==> config.mk <==
export PLATFORM = sky130hd
export DESIGN_NAME = login_session_ctrl
export DESIGN_NICKNAME = d
export VERILOG_FILES = /design/src/rtl/login_pkg.sv /design/src/rtl/login_session_ctrl_tick_gen.sv /design/src/rtl/login_session_ctrl.sv
export SDC_FILE = /design/constraint.sdc
export NUM_CORES = 1
export LEC_CHECK = 0
export ABC_AREA = 1
export CORE_MARGIN = 2
export CORE_UTILIZATION = 50
export CTS_BUF_LIST = sky130_fd_sc_hd__clkbuf_8 sky130_fd_sc_hd__clkbuf_16
export CTS_CLUSTER_SIZE = 24
export DETAILED_ROUTE_END_ITERATION = 16
export GPL_TIMING_DRIVEN = 0
export PLACE_DENSITY = 0.7
export SLEW_MARGIN = 20
export SYNTH_ARGS = -nofsm -noshare
export SYNTH_HDL_FRONTEND = slang
export SYNTH_SLANG_ARGS = --single-unit
==> constraint.sdc <==
create_clock -name clk -period 2.1 [get_ports clk]
set_clock_uncertainty 0.2 [all_clocks]
set_input_delay 0.42 -clock clk [delete_from_list [all_inputs] [get_ports clk]]
set_output_delay 0.42 -clock clk [all_outputs]
set_load 0.02 [all_outputs]
==> src/rtl/login_pkg.sv <==
// Shared definitions for the login session sequencer: state encoding,
// logout retry interval and tick counter width.
package login_pkg;

    typedef enum logic [1:0] {
        S_IDLE    = 2'd0,
        S_LOCKED  = 2'd1,
        S_SESSION = 2'd2,
        S_LOGOUT  = 2'd3
    } state_t;

    // Cycles spent in LOGOUT with LoggedIn still high before force_logout re-pulses
    localparam int unsigned LOGOUT_RETRY = 8;
    localparam int unsigned RETRY_W      = $clog2(LOGOUT_RETRY);

    // Width of the lockout / idle tick counter
    localparam int unsigned TCNT_W = 16;

endpackage

==> src/rtl/login_session_ctrl_tick_gen.sv <==
// Timing-tick prescaler: counts 0..TICK_DIV-1 and flags the terminal count.
// 'clear' restarts the count so a fresh interval starts on the next cycle.
module tick_gen #(
    parameter int unsigned TICK_DIV = 50000000
) (
    input  logic clk,
    input  logic rst,
    input  logic clear,
    output logic tick
);

    localparam int unsigned W = $clog2(TICK_DIV);
    localparam logic [W-1:0] LAST = W'(TICK_DIV - 1);

    logic [W-1:0] cnt_q;

    // Free-running modulo-TICK_DIV counter with synchronous restart
    always_ff @(posedge clk or negedge rst) begin
        if (!rst) begin
            cnt_q <= '0;
        end else if (clear || (cnt_q == LAST)) begin
            cnt_q <= '0;
        end else begin
            cnt_q <= cnt_q + W'(1);
        end
    end

    assign tick = (cnt_q == LAST);

endmodule

==> src/rtl/login_session_ctrl.sv <==
// Login session sequencer: gates user digit loads, counts failed password
// attempts with a timed lockout, tracks the session idle timeout and drives
// the logout handshake back into authentication.
module login_session_ctrl
    import login_pkg::*;
#(
    parameter int unsigned MAX_ATTEMPTS     = 3,
    parameter int unsigned TICK_DIV         = 50000000,
    parameter int unsigned LOCK_TICKS       = 30,
    parameter int unsigned IDLE_TICKS       = 120,
    parameter int unsigned GUEST_IDLE_TICKS = 30,
    parameter int unsigned WARN_TICKS       = 10
) (
    input  logic       clk,
    input  logic       rst,
    input  logic       UserLoad,
    input  logic       LoggedIn,
    input  logic       PswdFail,
    input  logic       isGuest,
    input  logic       logout_req,
    output logic       UserLoad_gated,
    output logic       force_logout,
    output logic       lockout,
    output logic       session_active,
    output logic       timeout_warn,
    output logic [2:0] attempts_left
);

    localparam logic [2:0]        MAX_ATT = 3'(MAX_ATTEMPTS);
    localparam logic [TCNT_W-1:0] LOCK_T  = TCNT_W'(LOCK_TICKS);
    localparam logic [TCNT_W-1:0] WARN_T  = TCNT_W'(WARN_TICKS);
    localparam logic [RETRY_W-1:0] RETRY_LAST = RETRY_W'(LOGOUT_RETRY - 1);

    state_t              state_q, state_d;
    logic [TCNT_W-1:0]   cnt_q, cnt_d;
    logic [2:0]          att_q, att_d;
    logic                guest_q, guest_d;
    logic [RETRY_W-1:0]  retry_q, retry_d;
    logic                force_d;
    logic                restart;
    logic                clear;
    logic                tick;
    logic                lockout_q, session_q, warn_q, force_q;

    // Idle timeout reload value for the session type
    function automatic logic [TCNT_W-1:0] idle_load(input logic guest);
        return guest ? TCNT_W'(GUEST_IDLE_TICKS) : TCNT_W'(IDLE_TICKS);
    endfunction

    tick_gen #(
        .TICK_DIV (TICK_DIV)
    ) u_tick_gen (
        .clk   (clk),
        .rst   (rst),
        .clear (clear),
        .tick  (tick)
    );

    // Next-state, counter and attempt bookkeeping
    always_comb begin
        state_d = state_q;
        cnt_d   = cnt_q;
        att_d   = att_q;
        guest_d = guest_q;
        retry_d = retry_q;
        force_d = 1'b0;
        restart = 1'b0;
        case (state_q)
            S_IDLE: begin
                // A valid login takes priority over a simultaneous failure
                if (LoggedIn) begin
                    state_d = S_SESSION;
                    guest_d = isGuest;
                    cnt_d   = idle_load(isGuest);
                    att_d   = MAX_ATT;
                end else if (PswdFail) begin
                    if (att_q <= 3'd1) begin
                        state_d = S_LOCKED;
                        cnt_d   = LOCK_T;
                        att_d   = 3'd0;
                    end else begin
                        att_d = att_q - 3'd1;
                    end
                end
            end
            S_LOCKED: begin
                if (tick) begin
                    if (cnt_q <= TCNT_W'(1)) begin
                        state_d = S_IDLE;
                        cnt_d   = '0;
                        att_d   = MAX_ATT;
                    end else begin
                        cnt_d = cnt_q - TCNT_W'(1);
                    end
                end
            end
            S_SESSION: begin
                if (logout_req) begin
                    state_d = S_LOGOUT;
                    retry_d = '0;
                    force_d = 1'b1;
                end else if (!LoggedIn) begin
                    state_d = S_IDLE;
                end else if (UserLoad) begin
                    // User activity restarts the full idle interval
                    cnt_d   = idle_load(guest_q);
                    restart = 1'b1;
                end else if (tick) begin
                    if (cnt_q <= TCNT_W'(1)) begin
                        state_d = S_LOGOUT;
                        cnt_d   = '0;
                        retry_d = '0;
                        force_d = 1'b1;
                    end else begin
                        cnt_d = cnt_q - TCNT_W'(1);
                    end
                end
            end
            S_LOGOUT: begin
                if (!LoggedIn) begin
                    state_d = S_IDLE;
                    att_d   = MAX_ATT;
                end else if (retry_q == RETRY_LAST) begin
                    // Authentication has not dropped the login yet: ask again
                    retry_d = '0;
                    force_d = 1'b1;
                end else begin
                    retry_d = retry_q + RETRY_W'(1);
                end
            end
            default: begin
                state_d = S_IDLE;
            end
        endcase
    end

    assign clear = restart || (state_d != state_q);

    // State, counters and Moore outputs registered together
    always_ff @(posedge clk or negedge rst) begin
        if (!rst) begin
            state_q   <= S_IDLE;
            cnt_q     <= '0;
            att_q     <= MAX_ATT;
            guest_q   <= 1'b0;
            retry_q   <= '0;
            lockout_q <= 1'b0;
            session_q <= 1'b0;
            warn_q    <= 1'b0;
            force_q   <= 1'b0;
        end else begin
            state_q   <= state_d;
            cnt_q     <= cnt_d;
            att_q     <= att_d;
            guest_q   <= guest_d;
            retry_q   <= retry_d;
            lockout_q <= (state_d == S_LOCKED);
            session_q <= (state_d == S_SESSION);
            warn_q    <= (state_d == S_SESSION) && (cnt_d <= WARN_T);
            force_q   <= force_d;
        end
    end

    assign UserLoad_gated = UserLoad && ((state_q == S_IDLE) || (state_q == S_SESSION));
    assign force_logout   = force_q;
    assign lockout        = lockout_q;
    assign session_active = session_q;
    assign timeout_warn   = warn_q;
    assign attempts_left  = att_q;

endmodule

==> flow_metrics.env <==
export IMPL_outcome="finished with violations"
export IMPL_violations="setup timing"
export IMPL_drv_slew=0
export IMPL_ir_drop_v=0.000740
export IMPL_wl_microns=14500
export IMPL_slew_headroom_pct=51.5
export IMPL_h_tree_depth=2
export IMPL_crit_top_cell="nand2_1"
export IMPL_clk_pin_slew_ns=0.12
export IMPL_cts_max_path_buffers=2
export IMPL_dominantRegCellSynth="dfrtp_1"
export IMPL_slowest_stage="clkdlybuf4s50_1"
export IMPL_achievable_frequency_mhz=391
export IMPL_grt_pass1_vias=4305
export IMPL_critPathKind="in2reg"
export IMPL_routedWlPerCell_microns=17.4
export IMPL_synth_area_sq_mm=0.00415
export IMPL_yosysSeqAreaShare_pct=33.2
export IMPL_clock_sinks=55
export IMPL_layout_setup_ws_ns=-0.455
export IMPL_gr_total_overflow=0
export IMPL_num_fill_cells=542
export IMPL_leakage_nw=2.91
export IMPL_worstMarginPinSlew_ns=0.728
export IMPL_grt_antenna_before_repair=0
export IMPL_startpoint_type="input port"
export IMPL_yosysUniqueCellTypes=46
export IMPL_grt_use_total_pct=29.9
export IMPL_die_area_sq_mm=0.00905
export IMPL_post_place_ws_ns=-0.817
export IMPL_dp_cells=743
export IMPL_required_ns=2.18
export IMPL_route_vias_total=4778
export IMPL_ant_nets=0
export IMPL_setup_viol=40
export IMPL_root_buffer="clkbuf_8"
export IMPL_finalNonFillerCells=834
export IMPL_layout_commonest_cell="nand2_1"
export IMPL_core_area_sq_mm=0.00813
export IMPL_drive_gt1_share_pct=41.0
export IMPL_final_cell_mix="146 x nand2_1, 71 x inv_1, 59 x buf_4"
export IMPL_power_mw=7.13
export IMPL_synthArstFlopShare_pct=100
export IMPL_postLayoutCellArea_sq_mm=0.00618
export IMPL_postPlaceCellArea_sq_mm=0.00444
export IMPL_syn_inst=625
export IMPL_crit_buf_inv=4
export IMPL_ys_top_cells_by_area="dfrtp_1 32%, nand2_1 15%, nor2_1 8.4%"
export IMPL_multi_input_area_sq_mm=0.00322
export IMPL_regArea_sq_mm=0.00139
export IMPL_synth_edf_count=0
export IMPL_arrival_ns=2.63
export IMPL_p_per_area_mw_per_mm2=1150
export IMPL_cap_viol_max_count=0
export IMPL_fin_tns_setup_ns=-10.96
export IMPL_viasPerCell=5.73
export IMPL_finalCritPeriodShare_pct=122
export IMPL_grt_first_pass_wirelength_microns=21000
export IMPL_hpwl_microns=8360
export IMPL_syn_area_per_cell_sq_um=6.65
export IMPL_post_route_util_pct=75.9
export IMPL_synth_top_cell_area_share_pct=31.9
export IMPL_numCtsBuffers=5
export IMPL_io_buffers=13
export IMPL_yosys_warnings=0
export IMPL_start_util_pct=51.1
export IMPL_diodes=0
export IMPL_crit_chain="clkdlybuf4s50_1, inv_1, nand2_1, clkbuf_2, a31oi_1, o21ai_2, inv_1, nand3_2, nand2_2, nand2_1, nor2_2, nand2_1, nor2_1, nand2_1, nor2_1"
export IMPL_die_y_microns=95.2
export IMPL_holdWs_ns=0.317
export IMPL_final_min_clock_period_ns=2.56
export IMPL_syn_nets=639
export IMPL_path_delay_family="buffers and inverters"
export IMPL_fin_nets=742
export IMPL_rows=33
export IMPL_endpoint_kind="flip-flop"
export IMPL_drt_iter0_drc=448
export IMPL_clock_latency_ns=0.33
export IMPL_fp_dieW_microns=95.2
export IMPL_hold_viol_final=0
export IMPL_synth_top_area_cell="dfrtp_1"
export IMPL_drt_pass1_iter_count=8
export IMPL_hold_class="reg2reg"
export IMPL_max_stage_delay_ns=0.46
export IMPL_ys_ff_latch=55
export IMPL_rsz0062_at_grt="true"
export IMPL_gp_congestion=0.974
export IMPL_cts_tree="yes"
export IMPL_syn2layout_area_growth_pct=48.7
export IMPL_ioPinCount=15
export IMPL_path_max_fanout=10
export IMPL_drc=0
export IMPL_grt_max_degree=56
## synthesized netlist by cell type, types with 3 or more instances
library cell / n
a21oi_1: 17
nand3_1: 50
nor2_4: 6
nor2_1: 93
xnor2_1: 5
nand2_1: 169
a31oi_1: 4
nand4_1: 10
clkbuf_1: 4
inv_2: 8
ha_1: 7
xor2_1: 13
inv_1: 83
nor2_2: 4
nor3b_1: 3
buf_2: 3
o21ai_0: 31
o21ai_1: 3
nor3_1: 8
dfrtp_1: 53
nor3_2: 7
o21bai_1: 3
o211ai_1: 7
nand2_2: 6
## registers in the layout (all words and copies together) (netlist names)
register	count
attempts_left	3
cnt_q	16
force_logout	1
guest_q	1
lockout	1
retry_q	3
session_active	1
state_q	2
timeout_warn	1
u_tick_gen.cnt_q	26
## power by group
part           internal (mW)  switching (mW)  leakage (nW)  total [mW]
Combinational           1.95            2.72          2.14        4.67
Clock                  0.369           0.424        0.0607       0.793
Sequential              1.33           0.343         0.710        1.67
Total                   3.64            3.48          2.91        7.13
## per-layer routing
metal | wire, microns | part of all wire, % | vias up | global-route usage, %
met5 | 0 | 0 | - | 0
met4 | 458 | 3.2 | 0 | 9.54
met3 | 1380 | 9.5 | 56 | 3.79
met2 | 7020 | 48 | 305 | 49.5
met1 | 5640 | 39 | 2218 | 40.6
li1 | - | - | 2199 | -
## logic make-up (layout without fill, tap and decap cells)
group	count (synthesis)	count (layout)	synth area share, %
xor gates and xnor gates	18	18	3.80
and+or+nand+nor	369	369	40.8
DFF	55	55	33.2
adders and majority gates	7	7	2.11
AOI/OAI and AO/OA	74	74	10.4
buffers and inverters	102	206	9.76
## repair_timing
action	in CTS	in global routing
gates cloned	3	0
resized for setup	134	150
setup endpoints to repair	57	52
endpoints found under the hold margin	53	0
pin swaps	31	49
hold buffers	1	0
buffers inserted	52	36
## worst paths after layout
check / start / to / slack (ns) / cells after the start
worst max-delay path: logout_req / timeout_warn / -0.46 / 15
worst min-delay path: retry_q[1] / retry_q[1] / 0.32 / 1
worst max register to register: cnt_q[0] / timeout_warn / -0.44 / 12
worst min register to register: retry_q[1] / retry_q[1] / 0.32 / 1
max in group asynchronous: rst / u_tick_gen.cnt_q[9] / 0.69 / 2
min in group asynchronous: rst / retry_q[0] / 0.49 / 2
## area by class of cell
cell class	count	share of cell area, %
Multi-Input combinational cell	468	52.1
Buffer	9	1.15
Clock buffer	5	1.11
Timing Repair Buffer	97	14.3
Clock inverter	3	0.810
Sequential cell	55	22.5
Inverter	92	5.88
Tap cell	105	2.13
Note: power is estimated with default switching activity, not from simulation.
